## src/rtl/usb_pkg.sv

```systemverilog
// usb_pkg: usb_rx status codes, receive buffer sizing defaults and FSM states.
package usb_pkg;
    localparam int DEPTH_DEFAULT  = 64;
    localparam int ADDR_W_DEFAULT = 6;
    localparam logic [2:0] PKT_IDLE  = 3'd0;
    localparam logic [2:0] PKT_IN    = 3'd1;
    localparam logic [2:0] PKT_OUT   = 3'd2;
    localparam logic [2:0] PKT_DATA0 = 3'd3;
    localparam logic [2:0] PKT_DATA1 = 3'd4;
    localparam logic [2:0] PKT_DONE  = 3'd5;
    localparam logic [2:0] PKT_ERROR = 3'd6;
    localparam logic [2:0] PKT_ACK   = 3'd7;
    typedef enum logic [1:0] {S_IDLE, S_RECV, S_DISCARD} state_t;
endpackage

```

## src/rtl/usb_fifo_mem.sv

```systemverilog
// usb_fifo_mem: byte register file, one synchronous write port, one combinational read port.
module usb_fifo_mem #(
    parameter int DEPTH  = 64,
    parameter int ADDR_W = 6
) (
    input  logic              clk,
    input  logic              i_we,
    input  logic [ADDR_W-1:0] i_waddr,
    input  logic [7:0]        i_wdata,
    input  logic [ADDR_W-1:0] i_raddr,
    output logic [7:0]        o_rdata
);
    logic [7:0] r_mem [DEPTH];

    always_ff @(posedge clk) begin
        if (i_we) r_mem[i_waddr] <= i_wdata;
    end

    assign o_rdata = r_mem[i_raddr];
endmodule

```

## src/rtl/usb_rx_data_buffer.sv

```systemverilog
// usb_rx_data_buffer: packet-aware receive FIFO; bytes stay tentative until a clean
// end of packet commits them, errors and overflow roll the packet back.
module usb_rx_data_buffer
    import usb_pkg::*;
#(
    parameter int DEPTH  = DEPTH_DEFAULT,
    parameter int ADDR_W = ADDR_W_DEFAULT
) (
    input  logic              clk,
    input  logic              rst,
    input  logic [2:0]        rx_packet,
    input  logic [7:0]        rx_packet_data,
    input  logic              store_rx_packet_data,
    input  logic              get_rx_data,
    input  logic              flush,
    output logic [7:0]        rx_data,
    output logic [ADDR_W:0]   buffer_occupancy,
    output logic              rx_data_ready,
    output logic              rx_error
);
    localparam logic [ADDR_W:0] L_DEPTH = (ADDR_W+1)'(DEPTH);
    localparam logic [ADDR_W:0] L_ONE   = (ADDR_W+1)'(1);

    state_t          r_state;
    logic [2:0]      r_prev_pkt;
    logic [ADDR_W:0] r_wr, r_cm, r_rd;
    logic            r_ovf, r_ready, r_err;
    logic [ADDR_W:0] w_occ, w_used;
    logic            w_evt, w_is_data, w_is_end, w_full, w_pop, w_we;
    logic [7:0]      w_rdata;

    assign w_evt     = rx_packet != r_prev_pkt;
    assign w_is_data = rx_packet == PKT_DATA0 || rx_packet == PKT_DATA1;
    assign w_is_end  = rx_packet == PKT_DONE || rx_packet == PKT_ERROR;
    assign w_occ     = r_cm - r_rd;
    assign w_used    = r_wr - r_rd;
    assign w_full    = w_used == L_DEPTH;
    assign w_pop     = get_rx_data && w_occ != '0 && !flush;
    // A packet-boundary event in RECV takes the cycle; a coincident strobe is not stored.
    assign w_we      = r_state == S_RECV && store_rx_packet_data && !(w_evt && (w_is_end || w_is_data))
                       && !w_full && !flush;

    usb_fifo_mem #(.DEPTH(DEPTH), .ADDR_W(ADDR_W)) u_mem (
        .clk     (clk),
        .i_we    (w_we),
        .i_waddr (r_wr[ADDR_W-1:0]),
        .i_wdata (rx_packet_data),
        .i_raddr (r_rd[ADDR_W-1:0]),
        .o_rdata (w_rdata)
    );

    always_ff @(posedge clk or posedge rst) begin
        if (rst) begin
            r_state    <= S_IDLE;
            r_prev_pkt <= PKT_IDLE;
            r_wr       <= '0;
            r_cm       <= '0;
            r_rd       <= '0;
            r_ovf      <= 1'b0;
            r_ready    <= 1'b0;
            r_err      <= 1'b0;
        end else begin
            r_prev_pkt <= rx_packet;
            r_ready    <= 1'b0;
            r_err      <= 1'b0;
            if (flush) begin
                r_wr    <= '0;
                r_cm    <= '0;
                r_rd    <= '0;
                r_ovf   <= 1'b0;
                r_state <= r_state == S_RECV ? S_DISCARD : S_IDLE;
            end else begin
                if (w_pop) r_rd <= r_rd + L_ONE;
                case (r_state)
                    S_IDLE: if (w_evt && w_is_data) r_state <= S_RECV;
                    S_RECV: begin
                        if (w_evt && rx_packet == PKT_DONE && !r_ovf) begin
                            r_cm    <= r_wr;
                            r_ready <= 1'b1;
                            r_ovf   <= 1'b0;
                            r_state <= S_IDLE;
                        end else if (w_evt && (w_is_end || w_is_data)) begin
                            r_wr    <= r_cm;
                            r_err   <= 1'b1;
                            r_ovf   <= 1'b0;
                            r_state <= w_is_data ? S_RECV : S_IDLE;
                        end else if (store_rx_packet_data) begin
                            if (w_full) r_ovf <= 1'b1;
                            else r_wr <= r_wr + L_ONE;
                        end
                    end
                    S_DISCARD: if (w_evt && w_is_end) r_state <= S_IDLE;
                    default: r_state <= S_IDLE;
                endcase
            end
        end
    end

    assign rx_data          = w_occ != '0 ? w_rdata : 8'h00;
    assign buffer_occupancy = w_occ;
    assign rx_data_ready    = r_ready;
    assign rx_error         = r_err;
endmodule
```

## config.mk

```make
export PLATFORM = sky130hd
export DESIGN_NAME = usb_rx_data_buffer
export DESIGN_NICKNAME = d
export VERILOG_FILES = /design/src/rtl/usb_pkg.sv /design/src/rtl/usb_fifo_mem.sv /design/src/rtl/usb_rx_data_buffer.sv
export SDC_FILE = /design/constraint.sdc
export NUM_CORES = 1
export LEC_CHECK = 0
export ABC_AREA = 1
export BUFFER_PORTS_ARGS = -buffer_cell sky130_fd_sc_hd__buf_2
export CAP_MARGIN = 10
export CORE_ASPECT_RATIO = 0.75
export CORE_UTILIZATION = 50
export CTS_CLUSTER_DIAMETER = 150
export DETAILED_ROUTE_END_ITERATION = 8
export PLACE_DENSITY = 0.7
export SLEW_MARGIN = 20
export SYNTH_ARGS = -nofsm -noshare
export SYNTH_HDL_FRONTEND = slang
export SYNTH_SLANG_ARGS = --single-unit
export TNS_END_PERCENT = 50
```

## constraint.sdc

```tcl
create_clock -name clk -period 3.28 [get_ports clk]
set_input_delay 0.492 -clock clk [delete_from_list [all_inputs] [get_ports clk]]
set_output_delay 0.492 -clock clk [all_outputs]
set_load 0.01 [all_outputs]
```

# == Word level (Yosys, flattened, before mapping) ==
# Memory sizes are Yosys's and may differ from the RTL's.
# Cells that the tools add are included.
# classes
n_addsub,4
n_eq_ne,13
n_mux,35
n_reduce_logical,30
# op_table
op,count
7-bit two-way mux,11
1-bit two-way mux,16
7-bit by 1-bit adder with 7-bit output (second input constant),2
7-bit subtractor,2
2-bit two-way mux,6
1-bit logical AND,11
3-bit == test (second input constant),3
8-bit two-way mux,1
4-bit nonzero test,2
7-bit == test (second input constant),1
7-bit nonzero test,1
3-bit != test (second input constant),2
2-bit case mux with 3 select lines,1
3-bit AND reduction,2
2-bit nonzero test,3
1-bit zero test,4
4-bit by 2-bit != test with 1-bit output (second input constant),1
4-bit AND reduction,1
3-bit by 2-bit == test with 1-bit output (second input constant),1
1-bit logical OR,3
3-bit by 2-bit != test with 1-bit output (second input constant),1
3-bit != test,1
3-bit nonzero test,1
2-bit by 1-bit == test with 1-bit output (second input constant),1
other kinds (4),4
# totals
ff_bits,29
mem_bits_rw,512
in_bits,16
elab_cells,91
n_memories,1
# memory_table
name,depth,word_bits,rd,rd_clocked_by_memory_dff,wr,line_no,text
u_mem.r_mem,64,8,1,0,1,usb_fifo_mem.sv:13,logic [7:0] r_mem [DEPTH];

# == Longest topological paths before layout ==
# Gate-level depths: netlist (run 1).
# logic_depth
word_depth,10
ltp_mapped,16

# == By module ==
# A second synthesis (run 1) with hierarchy kept.
# hier_totals
hier_cells,2133
hier_area_um2,23531.3
# modules_own_cells
module,n_inst,cells_per_inst,area_per_inst_um2
usb_fifo_mem,1,1797,21179.1
usb_rx_data_buffer,1,336,2352.3

# == Worst setup path before layout (run 1) ==
# Ideal clock, no wire load.
# synth_timing
path_kind,reg2out
start,register r_rd[1]
end,output port rx_data[2]
arrival_time_ns,2.446
required_ns,2.788
slack_ns,0.342
stages_incl_launch_ff,13
path_cell_list,dfrtp_1 > inv_1 > buf_2 > buf_2 > fa_1 > or2_2 > nor2_1 > nand3_1 > nor2_1 > nand3_1 > buf_4 > nand3_1 > nor2_1
# synth_between
elab_chain_len,3
# synth_lines
element,line_no,text
from (decl),usb_rx_data_buffer.sv:26,"logic [ADDR_W:0] r_wr, r_cm, r_rd;"
from (signal assigned),usb_rx_data_buffer.sv:73,if (w_pop) r_rd <= r_rd + L_ONE;
7-bit subtractor,usb_rx_data_buffer.sv:35,assign w_occ = r_cm - r_rd;
net buffer_occupancy[1],usb_rx_data_buffer.sv:17,"output logic [ADDR_W:0] buffer_occupancy,"
7-bit nonzero test,usb_rx_data_buffer.sv:99,assign rx_data = w_occ != '0 ? w_rdata : 8'h00;
8-bit two-way mux,usb_rx_data_buffer.sv:99,
to (decl),usb_rx_data_buffer.sv:16,"output logic [7:0] rx_data,"
# The timed path passes the listed nets, and every way through them passes these cells.

# == Worst setup path after layout (run 1) ==
# layout_timing
start,register r_rd[0]
end,output port rx_data[0]
# layout_between
elab_chain_len,3
# layout_lines
element,line_no
7-bit subtractor,usb_rx_data_buffer.sv:35
7-bit nonzero test,usb_rx_data_buffer.sv:99
8-bit two-way mux *,usb_rx_data_buffer.sv:99
# Every way passes the cells marked *; elsewhere a longest branch is shown, timed or not.

==> impl_metrics.py, run 1 <==
metrics = {
    "status": {
        "status": "finished, violations left",
        "violations": "negative setup slack",
    },
    "sta": {
        "setup_viol": 8,
        "worstMarginPinSlew_ns": 0.998,
        "min_period_ns": 3.43,
        "fin_skew_ns": 0.0319,
        "setup_slack_ns": -0.150,
        "hold_violations": 0,
        "maxSlewHeadroom": 0.329,
        "rsz0062_at_grt": "yes",
        "fmax_mhz": 292,
        "slew_violations": 0,
        "min_period_over_period": 1.05,
    },
    "layout": {
        "num-fill-cells": 3641,
        "diodes": 0,
        "regArea_um2": 16100,
        "fin_nets": 2228,
        "multi_input_area_um2": 6390,
        "area_delta_synth_final_pct": 15.0,
        "layout-drive-gt1-share": 0.131,
        "instances_no_fill": 2820,
    },
    "drt": {
        "first_iter_violations": 2260,
        "vias": 16340,
        "routed_via_density": 5.79,
        "firstDrtPassIters": 6,
        "wirelength_um": 61900,
        "ant_nets": 0,
        "drc": 0,
        "routedWlPerCell_um": 21.9,
    },
    "worst_setup_path": {
        "arrival_ns": 2.94,
        "end_kind": "output pin",
        "rr_endpoint": "u_mem.r_mem[26][0]",
        "cp_max_fo": 34,
        "rrSetupSlack_ns": 0.21,
        "critPathLaunchType": "register",
        "critPathRequiredTime_ns": 2.79,
        "r2r-start": "r_rd[0]",
        "reg2reg_depth": 12,
        "worstSetupPathType": "reg -> out",
    },
    "power": {
        "pwr_density_cell_nw_per_um2": 637,
        "p_leak_nw": 10.2,
        "ir_drop_uv": 440,
        "p_comb_frac": 0.203,
        "swShare": 0.291,
        "power_mw": 16.9,
        "p_sw_mw": 4.93,
        "seq_power_share": 0.454,
        "p_int_mw": 12.0,
        "p_clk_frac": 0.343,
    },
    "placed_design": {
        "dp_hpwl_um": 36500,
        "dp_slack_ns": 0.231,
        "placedCellCount": 2715,
        "globalplace.congestion": 0.957,
        "io_buffers": 32,
    },
    "die": {
        "io-pin-count": 33,
        "die_x_um": 250,
        "initial_core_util": 0.513,
        "coreArea_um2": 45100,
        "fp.dieH_um": 188,
        "rows": 67,
        "die-area_um2": 47100,
    },
    "synth": {
        "syn_inst": 2103,
        "yosys_warnings": 0,
        "synthTopCellsByCount": "nand2_1, edfxtp_1, nand3_1",
        "syn_avg_cell_area_um2": 11.0,
        "async_flop_share": 0.0536,
        "synth_ff_type": "edfxtp_1",
        "synth.most_common_cell": "nand2_1",
        "synth_edf_count": 512,
        "yosys-top-cells-area": "edfxtp_1, nand2_1, nand3_1",
        "synth_cell_type_count": 32,
        "ys_seq_elements": 541,
        "yosysTopAreaCellShare": 0.665,
        "syn_nets": 2134,
        "netlist_area_um2": 23100,
        "ys_seq_area_frac": 0.696,
        "yosysTopAreaCell": "edfxtp_1",
    },
    "clocking": {
        "clkTransAtPathRegs_ns": 0.06,
        "htreeDepth": 2,
        "clockRootBuffer": "clkbuf_16",
        "clock_latency_ns": 0.61,
        "cts_buffers": 52,
        "cts.sinks": 541,
        "cts_tree": "yes",
        "clockBufferDepth": 3,
    },
    "global_route": {
        "grt_pass1_vias": 15843,
        "grt_overflow": 0,
        "grt_max_degree": 131,
        "grt_pass1_wl_um": 94600,
        "antenna_found_initial": 0,
        "grt_usage": 0.265,
    },
    "worst_hold_path": {
        "hold_path_startpoint": "rx_packet[2]",
        "min_path_type": "in -> reg",
        "hold_end": "r_prev_pkt[2]",
        "whs_path_depth": 1,
    },
    "run": {
        "maxCapViolations": 0,
    },
}
## power groups by stage
stage                     logic [mW]  clock network (mW)  registers [mW]
after CTS                       3.33                5.87            7.68
after detailed placement        3.03                   0            7.83
final                           3.44                5.82            7.68
after global routing            3.77                6.13            7.69
after global placement          2.98                   0            7.83
after floorplan                 2.02                   0            7.81
## cell type report
type	instances	share of cell area
inverter	88	0.0135
timing repair buffer	151	0.0518
clock buffer	67	0.0519
clock inverter	24	0.00866
multi-input combinational	1363	0.240
tap	586	0.0276
sequential	541	0.606
## sequential cells by signal, summed over array words and instances (netlist names)
name / cells
r_prev_pkt: 3
rx_error: 1
r_cm: 7
u_mem.r_mem: 512
r_ovf: 1
rx_data_ready: 1
r_state: 2
r_wr: 7
r_rd: 7
## kinds of logic after synthesis
group,synth area share
buffers and inverters,0.0369
AOI/OAI and AO/OA,0.00898
adders and majority gates,0.00844
DFF,0.696
and+or+nand+nor,0.243
xor gates and xnor gates,0.00606
## placed cells by master (no fill, tap or decap), types with 6 or more instances in the layout
master	n
xnor2_1	6
buf_4	97
buf_12	6
clkinv_1	15
nor2_1	78
nand4_1	13
nand3_2	26
clkbuf_16	54
nand2_4	6
inv_1	77
a21oi_1	13
xor2_1	10
dfrtp_1	25
buf_2	32
buf_16	8
ha_1	13
nand3_1	438
edfxtp_1	512
nor3_1	15
clkbuf_1	14
nor2_2	8
nor3_2	6
nand2_1	679
o21ai_0	22
nand2_2	6
## worst max-delay path, cell delays in order, from the launching register on
cell,delay (ns)
dfrtp_4,0.51
buf_4,0.17
buf_12,0.14
clkinv_16,0.10
buf_6,0.18
nand2_1,0.06
nand3_1,0.06
nand3_1,0.15
nand3_1,0.19
nand3_2,0.20
and3_1,0.26
nor2_1,0.10
buf_2,0.13
## repair_timing
item	in CTS	in global routing
endpoints found under the hold margin	16	0
pin swaps	11	3
setup endpoints to repair	8	22
buffers inserted	7	1
gates cloned	4	1
hold buffers	1	0
gates resized for setup	49	26
## how the worst max path moves through the flow
stage / startpoint / end / slack, ns / cells past startpoint
after CTS: r_rd[0] / rx_data[1] / -0.16 / 12
after global routing: r_rd[0] / rx_data[6] / -0.23 / 12
final: r_rd[0] / rx_data[0] / -0.15 / 12
after floorplan: r_rd[1] / rx_data[2] / 0.34 / 12
after detailed placement: r_wr[0] / u_mem.r_mem[50][5] / 0.23 / 12
after global placement: r_rd[0] / rx_data[1] / 0.33 / 12
## through the flow
stage / hold slack (ns) / TNS, ns / area, um^2 / util
after floorplan: 0.493 / 0 / 23100 / -
after global placement: 0.534 / 0 / 24400 / 0.541
after detailed placement: 0.550 / 0 / 24400 / 0.541
after CTS: 0.0548 / -1.08 / 26400 / 0.586
after global routing: 0.0711 / -1.56 / 26600 / 0.589
final: 0.0852 / -0.926 / 26600 / 0.589
## routing by layer
layer  share of wire  vias to the layer above  wire (um)  track usage
met4           0.026                        0       1590       0.0793
li1                -                     7472          -            -
met5               0                        -          0       0.0173
met3            0.10                      113       6370       0.0554
met2            0.45                      863      27800        0.401
met1            0.42                     7892      26100        0.386
(Power assumes the default switching activity.)
==> run 2, diff against run 1 <==
Settings changed: CTS_BUF_LIST set to sky130_fd_sc_hd__clkbuf_8, CTS_CLUSTER_DIAMETER 150 to not set, PLACE_DENSITY 0.7 to 0.63.
==> run 2 against run 1 <==
  * Combinational power increased by 3%
  * Cell area about the same
  * The run still ends with negative setup slack left
  * Global-route usage increased by 1.2 points
  * Largest power group unchanged
  * Via count increased by 1.5%
  * Highest routed layer unchanged
  * Clock power decreased by 8.6%
  * Clock skew decreased by 0.0066 ns
==> impl_metrics.py, run 2 (synthesis results as in run 1) <==
metrics = {
    "status": {
        "status": "finished, violations left",
        "violations": "negative setup slack",
    },
    "worst_setup_path": {
        "critPathRequiredTime_ns": 2.79,
        "cp_num_buf_inv": 3,
        "worstSetupPathType": "reg -> out",
        "crit_top_cell": "nor2_1",
        "arrival_ns": 2.99,
        "crit_family": "simple AND/OR/NAND/NOR gates",
        "critPathMaxStageDelay_ns": 0.50,
        "critPathLaunchType": "register",
        "crit_chain": "ha_4 > inv_2 > fa_1 > or2_4 > nor2_1 > nand3_1 > nor2_1 > nand3_2 > buf_6 > nand3_1 > nor2_1 > buf_2",
        "cp_max_fo": 5,
        "end_kind": "output pin",
        "slowest_stage": "dfrtp_4",
    },
    "global_route": {
        "grt_pass1_wl_um": 97300,
        "antenna_found_initial": 0,
        "grt_max_degree": 131,
        "grt_pass1_vias": 15870,
        "grt_overflow": 0,
        "grt_usage": 0.277,
    },
    "power": {
        "p_clk_frac": 0.321,
        "swShare": 0.311,
        "ir_drop_uv": 455,
        "seq_power_share": 0.465,
        "pwr_density_cell_nw_per_um2": 623,
        "p_sw_mw": 5.14,
        "p_comb_frac": 0.214,
        "power_mw": 16.6,
        "p_int_mw": 11.4,
        "p_leak_nw": 10.4,
    },
    "sta": {
        "slew_violations": 0,
        "min_period_over_period": 1.06,
        "rsz0062_at_grt": "yes",
        "maxSlewHeadroom": 0.363,
        "min_period_ns": 3.49,
        "finalSetupTns_ns": -1.42,
        "worstMarginPinSlew_ns": 0.956,
        "setup_viol": 8,
        "holdWs_ns": 0.155,
        "hold_violations": 0,
        "fmax_mhz": 287,
        "fin_skew_ns": 0.0253,
        "setup_slack_ns": -0.206,
    },
    "die": {
        "io-pin-count": 33,
        "initial_core_util": 0.513,
        "die-area_um2": 47100,
        "fp.dieH_um": 188,
        "coreArea_um2": 45100,
        "die_x_um": 250,
        "rows": 67,
    },
    "layout": {
        "final_cell_mix": "nand2_1, edfxtp_1, nand3_1",
        "regArea_um2": 16100,
        "final_area_um2": 26600,
        "fin_nets": 2276,
        "diodes": 0,
        "multi_input_area_um2": 6290,
        "largest-register": "u_mem.r_mem",
        "largest_reg_flops": 512,
        "layout_commonest_cell": "nand2_1",
        "num-fill-cells": 3774,
        "layout-drive-gt1-share": 0.137,
        "instances_no_fill": 2895,
        "utilization": 0.589,
        "area_delta_synth_final_pct": 15.0,
    },
    "drt": {
        "vias": 16593,
        "drc": 0,
        "firstDrtPassIters": 5,
        "first_iter_violations": 2140,
        "routed_via_density": 5.73,
        "wirelength_um": 65200,
        "routedWlPerCell_um": 22.5,
        "ant_nets": 0,
    },
    "placed_design": {
        "placedCellCount": 2725,
        "dp_hpwl_um": 37700,
        "globalplace.congestion": 0.927,
        "place_area_um2": 24500,
        "dp_slack_ns": 0.336,
        "io_buffers": 32,
    },
    "clocking": {
        "clockRootBuffer": "clkbuf_8",
        "cts.sinks": 541,
        "htreeDepth": 3,
        "clkTransAtPathRegs_ns": 0.06,
        "clockBufferDepth": 3,
        "cts_buffers": 84,
        "cts_tree": "yes",
        "clock_latency_ns": 0.66,
    },
    "run": {
        "maxCapViolations": 0,
    },
    "worst_hold_path": {
        "min_path_type": "in -> reg",
    },
}
[run 2: cell types whose count changed in the layout (fill, tap and decap cells not counted), sizes merged]
cell,before,now
dlygate4sd3,1,4
bufinv,4,3
buf,147,157
clkinv,22,25
clkbuf,68,91
inv,84,119
clkinvlp,2,4
[run 2: worst paths after layout]
kind | depth (start not counted) | slack [ns] | from | to
worst max-delay path | 12 | -0.21 | r_rd[0] | rx_data[3]
worst min-delay path | 3 | 0.15 | get_rx_data | r_rd[2]
worst max register to register | 17 | 0.10 | r_rd[0] | u_mem.r_mem[1][0]
worst min register to register | 2 | 0.54 | r_ovf | r_ovf
max in group asynchronous | 4 | 2.09 | rst | r_cm[3]
min in group asynchronous | 3 | 0.54 | rst | rx_data_ready
[run 2: metal layers]
| layer | vias up | share of wire | global-route usage |
|---|---|---|---|
| li1 | 7584 | - | - |
| met5 | - | 0 | 0 |
| met2 | 863 | 0.43 | 0.408 |
| met3 | 113 | 0.096 | 0.0591 |
| met4 | 0 | 0.027 | 0.0838 |
| met1 | 8033 | 0.44 | 0.413 |
[run 2: worst register-to-register path: cells and delay by family, from the launching register on]
family / cells / cell delay, ns
buf+inv: 5 / 0.91
fa+ha+maj: 1 / 0.19
simple gates: 11 / 1.37
flops: 1 / 0.43
[run 2: repair_timing]
item,in CTS,in global routing
resized for setup,25,23
buffers inserted,5,3
hold buffers,4,0
endpoints found under the hold margin,22,0
endpoints found under the setup margin,8,407
gates cloned,4,4
pin swaps,7,3
[run 2: layout make-up]
| type | count | share of cell area |
|---|---|---|
| Clock buffer | 87 | 0.0451 |
| Clock inverter | 63 | 0.0129 |
| Multi-Input combinational cell | 1363 | 0.237 |
| Sequential cell | 541 | 0.606 |
| Timing Repair Buffer | 167 | 0.0586 |
| Inverter | 88 | 0.0130 |
| Tap cell | 586 | 0.0276 |
[run 2: power by group through the flow]
stage | logic, mW | clock network, mW | registers (mW)
after floorplan | 2.02 | 0 | 7.81
after global placement | 3.09 | 0 | 7.83
after detailed placement | 3.13 | 0 | 7.84
after CTS | 3.35 | 5.39 | 7.69
after global routing | 3.84 | 5.68 | 7.69
final | 3.54 | 5.32 | 7.69
==> run 3, diff against run 2 <==
Settings changed: CORE_UTILIZATION 50 to 60, CTS_CLUSTER_DIAMETER set to 120, PLACE_DENSITY 0.63 to 0.73, SYNTH_HIERARCHICAL set to 1.
==> run 3 against run 2 <==
  * Wire length fell by 5.9%
  * Register-to-register slack barely moved
  * Largest power group unchanged
  * Combinational power rose by 7.3%
  * Highest routed layer unchanged
  * Via count rose by 2.9%
  * Setup slack improved by 0.10 ns
  * First-iteration DRC count rose by 12%
  * Synthesized area rose by 1.8%
  * Clock-buffer cell count did not move
  * The run still ends with negative setup slack left
==> impl_metrics.py, run 3 <==
metrics = {
    "status": {
        "status": "finished, violations left",
        "violations": "negative setup slack",
    },
    "worst_hold_path": {
        "min_path_type": "in -> reg",
    },
    "synth": {
        "async_flop_share": 0.0536,
        "netlist_area_um2": 23500,
        "ys_seq_area_frac": 0.684,
        "synth_ff_type": "edfxtp_1",
        "syn_avg_cell_area_um2": 11.0,
        "yosys-top-cells-area": "edfxtp_1, nand2_1, nand3_1",
        "syn_nets": 2164,
        "synth.most_common_cell": "nand2_1",
        "yosysTopAreaCell": "edfxtp_1",
        "synth_edf_count": 512,
        "yosysTopAreaCellShare": 0.653,
        "synthTopCellsByCount": "nand2_1, edfxtp_1, nand3_1",
        "syn_inst": 2133,
        "yosys_warnings": 6,
        "ys_seq_elements": 541,
        "synth_cell_type_count": 37,
    },
    "die": {
        "fp.dieH_um": 174,
        "rows": 62,
        "coreArea_um2": 38500,
        "die-area_um2": 40000,
        "die_x_um": 231,
        "initial_core_util": 0.612,
        "io-pin-count": 33,
    },
    "drt": {
        "ant_nets": 0,
        "vias": 17068,
        "routed_via_density": 6.00,
        "drc": 0,
        "wirelength_um": 61400,
        "firstDrtPassIters": 6,
        "first_iter_violations": 2401,
        "routedWlPerCell_um": 21.6,
    },
    "power": {
        "p_sw_mw": 5.18,
        "ir_drop_uv": 409,
        "p_int_mw": 11.5,
        "seq_power_share": 0.461,
        "swShare": 0.311,
        "p_leak_nw": 10.3,
        "p_comb_frac": 0.228,
        "p_clk_frac": 0.311,
        "pwr_density_cell_nw_per_um2": 626,
    },
    "global_route": {
        "use_met2": 0.449,
        "gr-usage-met1": 0.442,
        "grt_max_degree": 133,
        "use_met3": 0.0686,
        "antenna_found_initial": 1,
        "grt_busiest_layer": "met2",
        "grt_pass1_vias": 16124,
        "grt_usage": 0.303,
        "grt_pass1_wl_um": 92000,
        "grt_overflow": 0,
    },
    "clocking": {
        "cts_buffers": 81,
        "clkTransAtPathRegs_ns": 0.06,
        "clockBufferDepth": 3,
        "htreeDepth": 3,
        "clockRootBuffer": "clkbuf_8",
        "clock_latency_ns": 0.65,
        "cts.sinks": 541,
        "cts_tree": "yes",
    },
    "worst_setup_path": {
        "critPathRequiredTime_ns": 2.79,
        "cp_max_fo": 17,
        "worstSetupPathType": "reg -> out",
        "end_kind": "output pin",
        "critPathLaunchType": "register",
        "arrival_ns": 2.89,
    },
    "placed_design": {
        "placedCellCount": 2674,
        "dp_hpwl_um": 34500,
        "place_area_um2": 24500,
        "globalplace.congestion": 0.897,
        "io_buffers": 32,
        "dp_slack_ns": 0.226,
    },
    "sta": {
        "setup_slack_ns": -0.103,
        "slew_violations": 0,
        "maxSlewHeadroom": 0.269,
        "rsz0062_at_grt": "yes",
        "fin_skew_ns": 0.0257,
        "setup_viol": 7,
        "finalSetupTns_ns": -0.446,
        "worstMarginPinSlew_ns": 1.10,
        "hold_violations": 0,
        "min_period_ns": 3.38,
        "min_period_over_period": 1.03,
        "fmax_mhz": 296,
    },
    "layout": {
        "instances_no_fill": 2844,
        "layout_commonest_cell": "nand2_1",
        "layout-drive-gt1-share": 0.138,
        "final_area_um2": 26600,
        "utilization": 0.691,
        "area_delta_synth_final_pct": 12.9,
        "final_cell_mix": "nand2_1, edfxtp_1, nand3_1",
        "largest-register": "u_mem/r_mem",
        "diodes": 0,
        "largest_reg_flops": 512,
        "fin_nets": 2298,
    },
    "run": {
        "maxCapViolations": 0,
    },
}
==> run 3: timing repair <==
item | in CTS | in global routing
hold buffers | 3 | 0
endpoints found under the hold margin | 8 | 0
gates cloned | 3 | 5
pin swaps | 7 | 7
buffers inserted | 8 | 3
gates resized for setup | 22 | 35
endpoints found under the setup margin | 8 | 88
==> run 3: per-stage QoR <==
stage                     power [mW]  hold slack [ns]
after floorplan                 10.2            0.464
after detailed placement        11.1            0.430
final                           16.7           0.0540
after global placement          11.0            0.422
after global routing            17.3           0.0372
after CTS                       16.4           0.0132
==> run 3: routing by layer <==
metal	vias to the layer above	part of all wire	wire length, um
met5	-	0	0
met4	0	0.034	2080
met3	152	0.12	7380
met2	1060	0.44	27100
met1	8186	0.40	24800
li1	7670	-	-
==> run 3: cell families (layout without fill, tap and decap cells) <==
kind of cell / after synthesis / count (layout) / share of synthesized area
compound gates: 34 / 34 / 0.00787
flops: 541 / 541 / 0.684
buf+inv: 197 / 395 / 0.0490
simple gates: 1332 / 1333 / 0.245
xor+xnor: 14 / 14 / 0.00553
fa+ha+maj: 15 / 15 / 0.00829
==> run 3: area by class of cell <==
class	instances	area (um^2)
clock buffers	87	1200
inverters	78	329
flip-flops and latches	541	16100
clock inverters	61	302
well taps	512	641
multi-input cells	1396	6400
repair buffers	169	1600
fillers	2832	11900
==> run 3: worst max-delay path: stages (launching register included) <==
cell and delay, ns:
dfrtp_4 0.54, buf_4 0.20, clkinv_16 0.13, buf_16 0.17, nand2_1 0.06, nand3_1 0.07
nand3_1 0.08, nand2_1 0.13, nand2_1 0.11, nand3_1 0.14, nand3_1 0.17, nand2_1 0.16
nand2_1 0.06, inv_1 0.09, buf_6 0.11
==> run 3: path summary, 6_finish.rpt <==
| kind | start | to | slack (ns) | depth (start not counted) |
|---|---|---|---|---|
| setup / recovery | r_rd[0] | rx_data[1] | -0.10 | 14 |
| setup reg to reg | r_rd[1] | u_mem/r_mem[9][3] | 0.10 | 17 |
| min in group asynchronous | rst | r_ovf | 0.34 | 3 |
| max in group asynchronous | rst | r_rd[0] | 2.30 | 4 |
| hold / removal | rx_packet[2] | r_prev_pkt[2] | 0.05 | 1 |
| hold reg to reg | r_wr[6] | r_wr[6] | 0.52 | 2 |
==> run 3: power groups by stage <==
stage	Clock, mW	Sequential, mW	Combinational (mW)
3_3_place_gp	0	7.81	3.20
3_5_place_dp	0	7.81	3.25
4_1_cts	5.23	7.67	3.52
6_report	5.17	7.68	3.80
5_1_grt	5.50	7.68	4.14
2_1_floorplan	0	7.82	2.42
